`src/rtl/qspi_target.sv`:
```
// rtl/qspi_target.sv - quad-SPI responder bridging an external master to a byte-wide local memory port
module qspi_target #(
    parameter int         ADDRESS_WIDTH = 16,
    parameter int         DUMMY_CYCLES  = 6,
    parameter logic [7:0] CMD_READ      = 8'h0B,
    parameter logic [7:0] CMD_WRITE     = 8'h02
) (
    input  logic                     clock,
    input  logic                     reset,
    input  logic                     spi_clk_in,
    input  logic                     spi_cs_n_in,
    input  logic [3:0]               spi_data_in,
    output logic [3:0]               spi_data_out,
    output logic [3:0]               spi_data_oe,
    output logic [ADDRESS_WIDTH-1:0] mem_addr,
    output logic [7:0]               mem_wdata,
    output logic                     mem_we,
    output logic                     mem_rd_req,
    input  logic [7:0]               mem_rd_data,
    input  logic                     mem_rd_valid,
    output logic                     busy,
    output logic                     rd_underrun
);
    typedef enum logic [2:0] {IDLE, CMD, ADDR, DUMMY, RD_DATA, WR_DATA, IGNORE} state_t;

    localparam logic [7:0] DUMMY_N = 8'(DUMMY_CYCLES);

    state_t                   state_q, state_d;
    logic [2:0]               sck_q, cs_q;
    logic [3:0]               din1_q, din_q;
    logic [7:0]               cnt_q, cnt_d;
    logic [19:0]              sr_q, sr_d;
    logic [ADDRESS_WIDTH-1:0] addr_q, addr_d;
    logic [7:0]               wdata_q, wdata_d, pf_q, pf_d, cur_q, cur_d;
    logic [3:0]               dout_q, dout_d, oe_q, oe_d;
    logic                     we_q, we_d, req_q, req_d, pf_valid_q, pf_valid_d;
    logic                     nib_q, nib_d, is_rd_q, is_rd_d, unr_q, unr_d;
    logic                     discard_q, discard_d, refetch_q, refetch_d;
    logic                     sck_rise, sck_fall, cs_rise, cs_fall, present_hi;

    // [0],[1] form the synchronizer; [2] is the previous synchronized sample for edge detection
    assign sck_rise = sck_q[1] & ~sck_q[2];
    assign sck_fall = ~sck_q[1] & sck_q[2];
    assign cs_rise  = cs_q[1] & ~cs_q[2];
    assign cs_fall  = ~cs_q[1] & cs_q[2];

    always_ff @(posedge clock or negedge reset) begin
        if (!reset) begin
            sck_q <= '0; cs_q <= '0; din1_q <= '0; din_q <= '0;
            state_q <= IDLE; cnt_q <= '0; sr_q <= '0; addr_q <= '0; wdata_q <= '0;
            pf_q <= '0; cur_q <= '0; dout_q <= '0; oe_q <= '0;
            we_q <= 1'b0; req_q <= 1'b0; pf_valid_q <= 1'b0; nib_q <= 1'b0;
            is_rd_q <= 1'b0; unr_q <= 1'b0; discard_q <= 1'b0; refetch_q <= 1'b0;
        end else begin
            sck_q <= {sck_q[1:0], spi_clk_in};
            cs_q  <= {cs_q[1:0], spi_cs_n_in};
            din1_q <= spi_data_in; din_q <= din1_q;
            state_q <= state_d; cnt_q <= cnt_d; sr_q <= sr_d; addr_q <= addr_d; wdata_q <= wdata_d;
            pf_q <= pf_d; cur_q <= cur_d; dout_q <= dout_d; oe_q <= oe_d;
            we_q <= we_d; req_q <= req_d; pf_valid_q <= pf_valid_d; nib_q <= nib_d;
            is_rd_q <= is_rd_d; unr_q <= unr_d; discard_q <= discard_d; refetch_q <= refetch_d;
        end
    end

    always_comb begin
        state_d = state_q; cnt_d = cnt_q; sr_d = sr_q; addr_d = addr_q; wdata_d = wdata_q;
        pf_d = pf_q; cur_d = cur_q; dout_d = dout_q; oe_d = oe_q;
        we_d = 1'b0; req_d = req_q; pf_valid_d = pf_valid_q; nib_d = nib_q;
        is_rd_d = is_rd_q; unr_d = unr_q; discard_d = discard_q; refetch_d = refetch_q;
        present_hi = 1'b0;

        if (we_q) addr_d = addr_q + ADDRESS_WIDTH'(1);

        // A discarded completion either retires the request or, if a newer fetch queued up, keeps it raised
        if (req_q && mem_rd_valid) begin
            if (discard_q) begin
                discard_d = 1'b0;
                if (refetch_q) refetch_d = 1'b0;
                else           req_d = 1'b0;
            end else begin
                pf_d = mem_rd_data; pf_valid_d = 1'b1; req_d = 1'b0;
            end
        end

        if (cs_rise) begin
            state_d = IDLE; oe_d = 4'h0; dout_d = 4'h0; req_d = 1'b0;
            discard_d = 1'b0; refetch_d = 1'b0; pf_valid_d = 1'b0; nib_d = 1'b0;
        end else begin
            case (state_q)
                IDLE: if (cs_fall) begin
                    state_d = CMD; cnt_d = '0; nib_d = 1'b0; unr_d = 1'b0; pf_valid_d = 1'b0;
                end
                CMD: if (sck_rise) begin
                    sr_d = {sr_q[15:0], din_q};
                    cnt_d = cnt_q + 8'd1;
                    if (cnt_q == 8'd1) begin
                        cnt_d = '0;
                        if ({sr_q[3:0], din_q} == CMD_READ) begin
                            state_d = ADDR; is_rd_d = 1'b1;
                        end else if ({sr_q[3:0], din_q} == CMD_WRITE) begin
                            state_d = ADDR; is_rd_d = 1'b0;
                        end else begin
                            state_d = IGNORE;
                        end
                    end
                end
                ADDR: if (sck_rise) begin
                    sr_d = {sr_q[15:0], din_q};
                    cnt_d = cnt_q + 8'd1;
                    if (cnt_q == 8'd5) begin
                        cnt_d = '0; nib_d = 1'b0; pf_valid_d = 1'b0;
                        addr_d = ADDRESS_WIDTH'({sr_q[19:0], din_q});
                        if (is_rd_q) begin
                            state_d = DUMMY; req_d = 1'b1;
                        end else begin
                            state_d = WR_DATA;
                        end
                    end
                end
                DUMMY: begin
                    if (sck_rise && cnt_q != DUMMY_N) cnt_d = cnt_q + 8'd1;
                    if (sck_fall && cnt_q == DUMMY_N) present_hi = 1'b1;
                end
                RD_DATA: if (sck_fall) begin
                    if (nib_q) begin
                        dout_d = cur_q[3:0]; nib_d = 1'b0;
                        addr_d = addr_q + ADDRESS_WIDTH'(1);
                        if (req_d) begin
                            refetch_d = 1'b1; discard_d = 1'b1;
                        end else begin
                            req_d = 1'b1;
                        end
                    end else begin
                        present_hi = 1'b1;
                    end
                end
                WR_DATA: if (sck_rise) begin
                    sr_d = {sr_q[15:0], din_q};
                    nib_d = ~nib_q;
                    if (nib_q) begin
                        wdata_d = {sr_q[3:0], din_q}; we_d = 1'b1;
                    end
                end
                default: ;
            endcase
        end

        // A byte that missed its deadline is sent as zero and its late data is thrown away
        if (present_hi) begin
            cur_d  = pf_valid_q ? pf_q : 8'h00;
            dout_d = pf_valid_q ? pf_q[7:4] : 4'h0;
            if (!pf_valid_q) begin
                unr_d = 1'b1; discard_d = req_d;
            end
            pf_valid_d = 1'b0; nib_d = 1'b1; oe_d = 4'hF; state_d = RD_DATA;
        end
    end

    assign spi_data_out = dout_q;
    assign spi_data_oe  = oe_q;
    assign mem_addr     = addr_q;
    assign mem_wdata    = wdata_q;
    assign mem_we       = we_q;
    assign mem_rd_req   = req_q;
    assign busy         = (state_q != IDLE);
    assign rd_underrun  = unr_q;
endmodule

```
`config.mk`:
```
export PLATFORM = sky130hd
export DESIGN_NAME = qspi_target
export DESIGN_NICKNAME = d
export VERILOG_FILES = /design/src/rtl/qspi_target.sv
export SDC_FILE = /design/constraint.sdc
export NUM_CORES = 1
export LEC_CHECK = 0
export CAP_MARGIN = 10
export CORE_AREA = 2 2 115 117
export DETAILED_ROUTE_END_ITERATION = 8
export DIE_AREA = 0 0 117 119
export PLACE_DENSITY = 0.57
export SKIP_CTS_REPAIR_TIMING = 1
export SLEW_MARGIN = 20
export SYNTH_ARGS = -nofsm -noshare
export SYNTH_HDL_FRONTEND = slang
export SYNTH_SLANG_ARGS = --single-unit
export TNS_END_PERCENT = 50
```
`constraint.sdc`:
```
create_clock -name clock -period 2.3 [get_ports clock]
set_input_delay 0.23 -clock clock [delete_from_list [all_inputs] [get_ports clock]]
set_output_delay 0.23 -clock clock [all_outputs]
set_load 0.01 [all_outputs]
```
# ---- Word-level counts from Yosys, hierarchy flattened
# Index checks and enable logic that the tools add are counted.
# W data, S select, Z words.
dict set report word_totals {
  ff_bits 89
  out_inout_bits 36
  wordCells 169
}
dict set report op_classes {
  n_addsub 2
  eq_ne 22
  n_mux 91
  bitwise 11
  n_reduce_logical 22
}
# operator count
set ops {}
lappend ops {{$mux W16} 6}
lappend ops {{$mux W1} 53}
lappend ops {{$mux W8} 6}
lappend ops {{$mux W4} 9}
lappend ops {{$pmux W16 S2} 1}
lappend ops {{$pmux W8 S4} 1}
lappend ops {{$mux W3} 10}
lappend ops {{$ne A4 B4 Y1 const B} 7}
lappend ops {{$reduce_and A6 Y1} 3}
lappend ops {{$add A16 B1 Y16 const B} 1}
lappend ops {{$eq A8 B3 Y1 const B} 2}
lappend ops {{$reduce_bool A3 Y1} 4}
lappend ops {{$pmux W3 S3} 1}
lappend ops {{$add A8 B1 Y8 const B} 1}
lappend ops {{$eq A8 B1 Y1 const B} 1}
lappend ops {{$eq A8 B2 Y1 const B} 1}
lappend ops {{$eq A8 B4 Y1 const B} 1}
lappend ops {{$ne A2 B2 Y1 const B} 4}
lappend ops {{$ne A8 B3 Y1 const B} 1}
lappend ops {{$not A1 Y1} 7}
lappend ops {{$eq A3 B2 Y1 const B} 2}
lappend ops {{$eq A3 B3 Y1 const B} 2}
lappend ops {{$pmux W1 S2} 3}
lappend ops {{$reduce_and A3 Y1} 2}
lappend ops {{other kinds (13)} 19}

# ---- Logic depth before layout (Yosys ltp)
# Gate-level depths: netlist of run 1.
dict set report depth {
  word_depth 10
  depth_mapped 9
  mapped_depth_nobuf 7
}

# ---- Worst setup path before layout of run 1
# No wires, ideal clock.
dict set report synth_timing {
  path_kind {reg-to-reg}
  startpoint {reg cnt_q[6]}
  endpoint {reg state_q[2]}
  setup_time_ps 125
  arrival_ps 2118
  t_required_ps 2175
  setup_slack_ps 57
  stages_incl_launch_ff 7
  n_path_buf 1
  cell_sequence {dfrtp_1 or4_1 buf_2 or4_4 nand3_1 a22oi_2 mux2_4}
}
dict set report synth_via {
  elab_chain_len 7
}
# item line
set synth_rtl {}
lappend synth_rtl {{start: declaration} 31} ;# logic [7:0] cnt_q, cnt_d;
lappend synth_rtl {{start signal: assignment} 58} ;# state_q <= state_d; cnt_q <= cnt_d; sr_q <= sr_d; addr_q <= addr_d; wdata_q <= wdata_d;
lappend synth_rtl {{$eq A8 B3 Y1} 122} ;# if (sck_fall && cnt_q == DUMMY_N) present_hi = 1'b1;
lappend synth_rtl {{$logic_and A1 B1 Y1} 122}
lappend synth_rtl {{$mux W1} 122}
lappend synth_rtl {{$pmux W1 S2} 89} ;# case (state_q)
lappend synth_rtl {{$mux W1} 85} ;# if (cs_rise) begin
lappend synth_rtl {{$ne A4 B4 Y1 (no line) / $reduce_bool A5 Y1 (equally long branches)} -}
lappend synth_rtl {{$reduce_and A6 Y1 (no line)} -}
lappend synth_rtl {{end signal: assignment} 58}
lappend synth_rtl {{end: declaration} 28} ;# state_t state_q, state_d;
# Parallel ways exist; a longest one is shown, timed or not.
# A chain may end at the register's enable or synchronous reset.

# ---- Worst setup path after layout of run 1
dict set report layout_timing {
  startpoint {reg cnt_q[6]}
  endpoint {reg dout_q[3], in the netlist spi_data_out[3]}
}
dict set report layout_via {
  elab_chain_len 7
}
# item line
set layout_rtl {}
lappend layout_rtl {{$eq A8 B3 Y1 (*)} 122}
lappend layout_rtl {{$logic_and A1 B1 Y1 (*)} 122}
lappend layout_rtl {{$mux W1 (*)} 122}
lappend layout_rtl {{$pmux W1 S2 (*)} 89}
lappend layout_rtl {{$mux W1 (*)} 85}
lappend layout_rtl {{$reduce_bool A3 Y1 (no line)} -}
lappend layout_rtl {{$reduce_and A3 Y1 (no line)} -}
lappend layout_rtl {{end signal: assignment} 51} ;# pf_q <= '0; cur_q <= '0; dout_q <= '0; oe_q <= '0;
lappend layout_rtl {{end signal: assignment} 59} ;# pf_q <= pf_d; cur_q <= cur_d; dout_q <= dout_d; oe_q <= oe_d;
lappend layout_rtl {{end: declaration} 35} ;# logic [3:0] dout_q, dout_d, oe_q, oe_d;
# Every way passes the cells marked *; elsewhere a longest branch is shown, timed or not.

==> results of run 1 <==
==> registers in the layout, indices dropped and copies added, names as in the netlist, 3 cells and up <==
signal,count
spi_data_out,4
din1_q,4
state_q,3
sck_q,3
pf_q,8
cnt_q,8
cs_q,3
sr_q,12
mem_wdata,8
mem_addr,16
cur_q,4
din_q,4
==> layout make-up <==
class | count | share of cell area [%]
Clock inverter | 1 | 0.5230
Multi-Input combinational cell | 315 | 37.72
Timing Repair Buffer | 94 | 14.99
Tap cell | 176 | 3.835
Clock buffer | 13 | 4.533
Sequential cell | 86 | 37.48
Inverter | 14 | 0.9152
==> cell usage in the layout (no fill, tap or decap), types with 3 or more instances in the layout <==
| master | netlist | final |
|---|---|---|
| dfrtp_1 | 86 | 86 |
| inv_1 | 13 | 13 |
| a21oi_1 | 13 | 12 |
| clkdlybuf4s50_1 | 0 | 51 |
| nor4_1 | 7 | 7 |
| o211ai_1 | 4 | 4 |
| o21ai_0 | 26 | 26 |
| nand3b_1 | 4 | 4 |
| nand2b_1 | 7 | 7 |
| a31o_2 | 4 | 4 |
| nand3_1 | 13 | 12 |
| clkbuf_16 | 0 | 9 |
| a31oi_1 | 4 | 4 |
| xnor2_1 | 9 | 9 |
| ha_1 | 6 | 6 |
| a22o_1 | 10 | 10 |
| nand4_1 | 3 | 3 |
| a32o_1 | 3 | 3 |
| o22ai_1 | 7 | 7 |
| a21boi_0 | 3 | 3 |
| nor3_1 | 8 | 7 |
| xor2_1 | 7 | 7 |
| or4_1 | 4 | 3 |
| mux2_2 | 23 | 23 |
| a22oi_1 | 6 | 6 |
| buf_4 | 4 | 40 |
| nor2_1 | 18 | 18 |
| and3_1 | 8 | 7 |
| mux2i_1 | 3 | 3 |
| nor2b_1 | 8 | 8 |
| nand2_1 | 54 | 54 |
| nor3b_1 | 3 | 3 |
| or3_1 | 6 | 6 |
| o31a_2 | 3 | 3 |
| o311ai_0 | 3 | 3 |
==> how the worst max path moves through the flow <==
stage	end	slack, ps	depth (start not counted)
6_report	spi_data_out[3]$_DFFE_PN0P_	90	5
5_1_grt	cnt_q[0]$_DFFE_PN0P_	5	6
4_1_cts	spi_data_out[3]$_DFFE_PN0P_	-50	5
3_5_place_dp	spi_data_out[3]$_DFFE_PN0P_	-40	5
3_3_place_gp	spi_data_out[3]$_DFFE_PN0P_	-7	5
2_1_floorplan	state_q[2]$_DFFE_PN0P_	60	6
==> worst max-delay path, cell delays in order (launching register included) <==
cell and delay, ps:
dfrtp_1 370, or4_4 570, or4_4 590, a21o_4 290, o22ai_1 170, o31a_1 150
==> power by group through the flow <==
stage,Sequential [mW],Clock (mW),Combinational [mW]
CTS,1.96,1.47,1.16
detailed placement,1.99,0,1.15
finish,1.96,1.43,1.16
global route,2.00,1.55,1.28
floorplan,1.92,0,0.739
global placement,1.98,0,1.13
==> per-layer routing <==
metal	routed length, um	GRT usage (%)
met3	359	3.359
met2	5312	26.88
met1	5124	23.31
met5	0	0
met4	108	4.926
==> logic make-up (layout without fill, tap and decap cells) <==
logic type	after synthesis	in the layout	synth area share, %
compound gates	108	108	17.11
xor+xnor	16	16	3.131
fa+ha+maj	6	6	1.677
buf+inv	43	122	4.193
flops	86	86	48.08
mux	27	27	6.793
simple gates	158	158	19.01
==> stage by stage <==
| step | setup TNS, ps | utilization, % | area, sq um | hold slack [ps] | setup slack [ps] |
|---|---|---|---|---|---|
| floorplan | 0 | - | 4476 | -65.59 | 57.13 |
| global placement | -6.932 | 42.03 | 5411 | 191.7 | -6.932 |
| detailed placement | -36.33 | 42.03 | 5411 | 189.2 | -36.33 |
| CTS | -52.81 | 44.29 | 5702 | -163.6 | -50.30 |
| global route | 0 | 44.60 | 5742 | 336.6 | 5.274 |
| finish | 0 | 44.60 | 5742 | 332.4 | 92.13 |
==> impl_results.md, run 1 <==
- Run status: finished clean
- # DRC: 0
- Post-synth top cells: 86 x dfrtp_1, 54 x nand2_1, 26 x o21ai_0
- Mapped Cells: 444
- Worst hold path endpoint: din1_q[0]$_DFF_PN0_
- Crit share post-route: between 90% and 100%
- Core Region: around 13000 sq um
- Final nets: about 540
- Layout fillers: approximately 1200
- Hold WC Path Type: input port to flip-flop
- FFs w/ async S/R, synth: 100.0%
- Critical Path RT: approximately 2600 ps
- Initial antenna violation count: 0
- Psw: 1.323 mW
- Top-count cell post-synth: dfrtp_1
- Initial Util: a little over a third
- Wirelength, routed: 10.91 mm
- Worst slew margin: between 70% and 80%
- Worst setup SP type: flip-flop
- Die Span Y: 119 um
- Total GRT Usage: between 10% and 20%
- Clk buf depth: 2
- H-tree lvl count: 3
- Max-Cap Viols: 0
- Power per cell area: ~790 nW/um^2
- R2R setup slack: about 92 ps
- Largest net degree at the start of global routing: 39
- Setup crit end kind: flip-flop
- Inserted Clock Buffers: 9
- Post-synth EDFFs: 0
- Yosys top cell by area: dfrtp_1
- Horiz. Die Dim: approximately 120 um
- Reg2reg end: spi_data_out[3]$_DFFE_PN0P_
- Number of global-route vias before repair: 3582
- Worst-path clk slew: 60 ps
- Achievable clock frequency: approximately 450 MHz
- Sequential share of the synthesized area: between 40% and 50%
- Syn Area/Cell: approximately 10 sq um
- Worst Tran Pin Value: between 400 and 500 ps
- Routed wire per std cell: 15.60 um
- Synth-to-layout area growth: 28.29%
- Final min period: roughly 2200 ps
- Final hold violation count: 0
- Depth of the most critical reg-to-reg path: 5
- Fin. max-slew vios: 0
- GP Congestion: roughly 0.82
- # rows: 42
- Synth cell types: 67
- Post-synthesis sequential element count: 86
- Die area: 13920 sq um
- DRT antenna net count: 0
- Port Buf Inserts: 52
- Mapped Nets: about 470
- LEAKAGE: 2.465 nW
- Crit. Startpoint: cnt_q[6]$_DFFE_PN0P_
- Via count: between 3000 and 4000
- Root Buffer Master: clkbuf_16
- Clock sink total: 86
- RSZ-0062 raised after global routing: no
- Pre-antenna DRT Iters: 4
- Netlist Area Pre-Place: ~4500 sq um
- Non-Filler Instances: 699
- Final Skew: 7.744 ps
- Area of the multi-input gates: roughly 2200 sq um
- P_int: about 3.2 mW
- Antenna cell count: 0
- Clk Latency, worst-skew pair: approximately 330 ps
- Hpwl dp: between 7 and 8 mm
- First-pass GRT wire length: roughly 18 mm
- Total power: approximately 4.6 mW
- Hold Path Cell Cnt: 1
- # setup viols final: 0
- Clock power frac: between 30% and 40%
- Top Ports: between 50 and 60
- Worst Path Max Fanout: 13
- Total grt overflow: 0
- Sw Ratio: 29.07%
- Hold wc startpoint: spi_data_in[0]
- Sequential Area: around 2200 sq um
- Placed cells: slightly below 700
- Sequential group share of total power: approximately 43%
- Top post-synthesis cells by area: dfrtp_1 48%, mux2_2 5.8%, nand2_1 4.5%
- DR iter-0 viols: around 190
- Maximum vdd drop: roughly 0.00036 V
- CTS tree: done
- Main synth FF type: dfrtp_1
- Crit path kind: flip-flop to flip-flop
- Combinational cell fraction of total power: roughly a quarter
- Share of layout cells above drive strength 1: ~20%
- Avg Vias per Cell: 5.139
- Worst path arrival time: ~2500 ps
- Launch point of the worst reg-to-reg path: cnt_q[6]$_DFFE_PN0P_
- Yosys warnings: 0
- Top cell type's share of synthesized area: 48.08%
Power figures use the tool's default switching activity.
==> run 2: changes to the inputs <==
- GPL_ROUTABILITY_DRIVEN: default -> 0
==> results of run 2 <==
The final DEF is identical to that of run 1; final timing and power are the same.
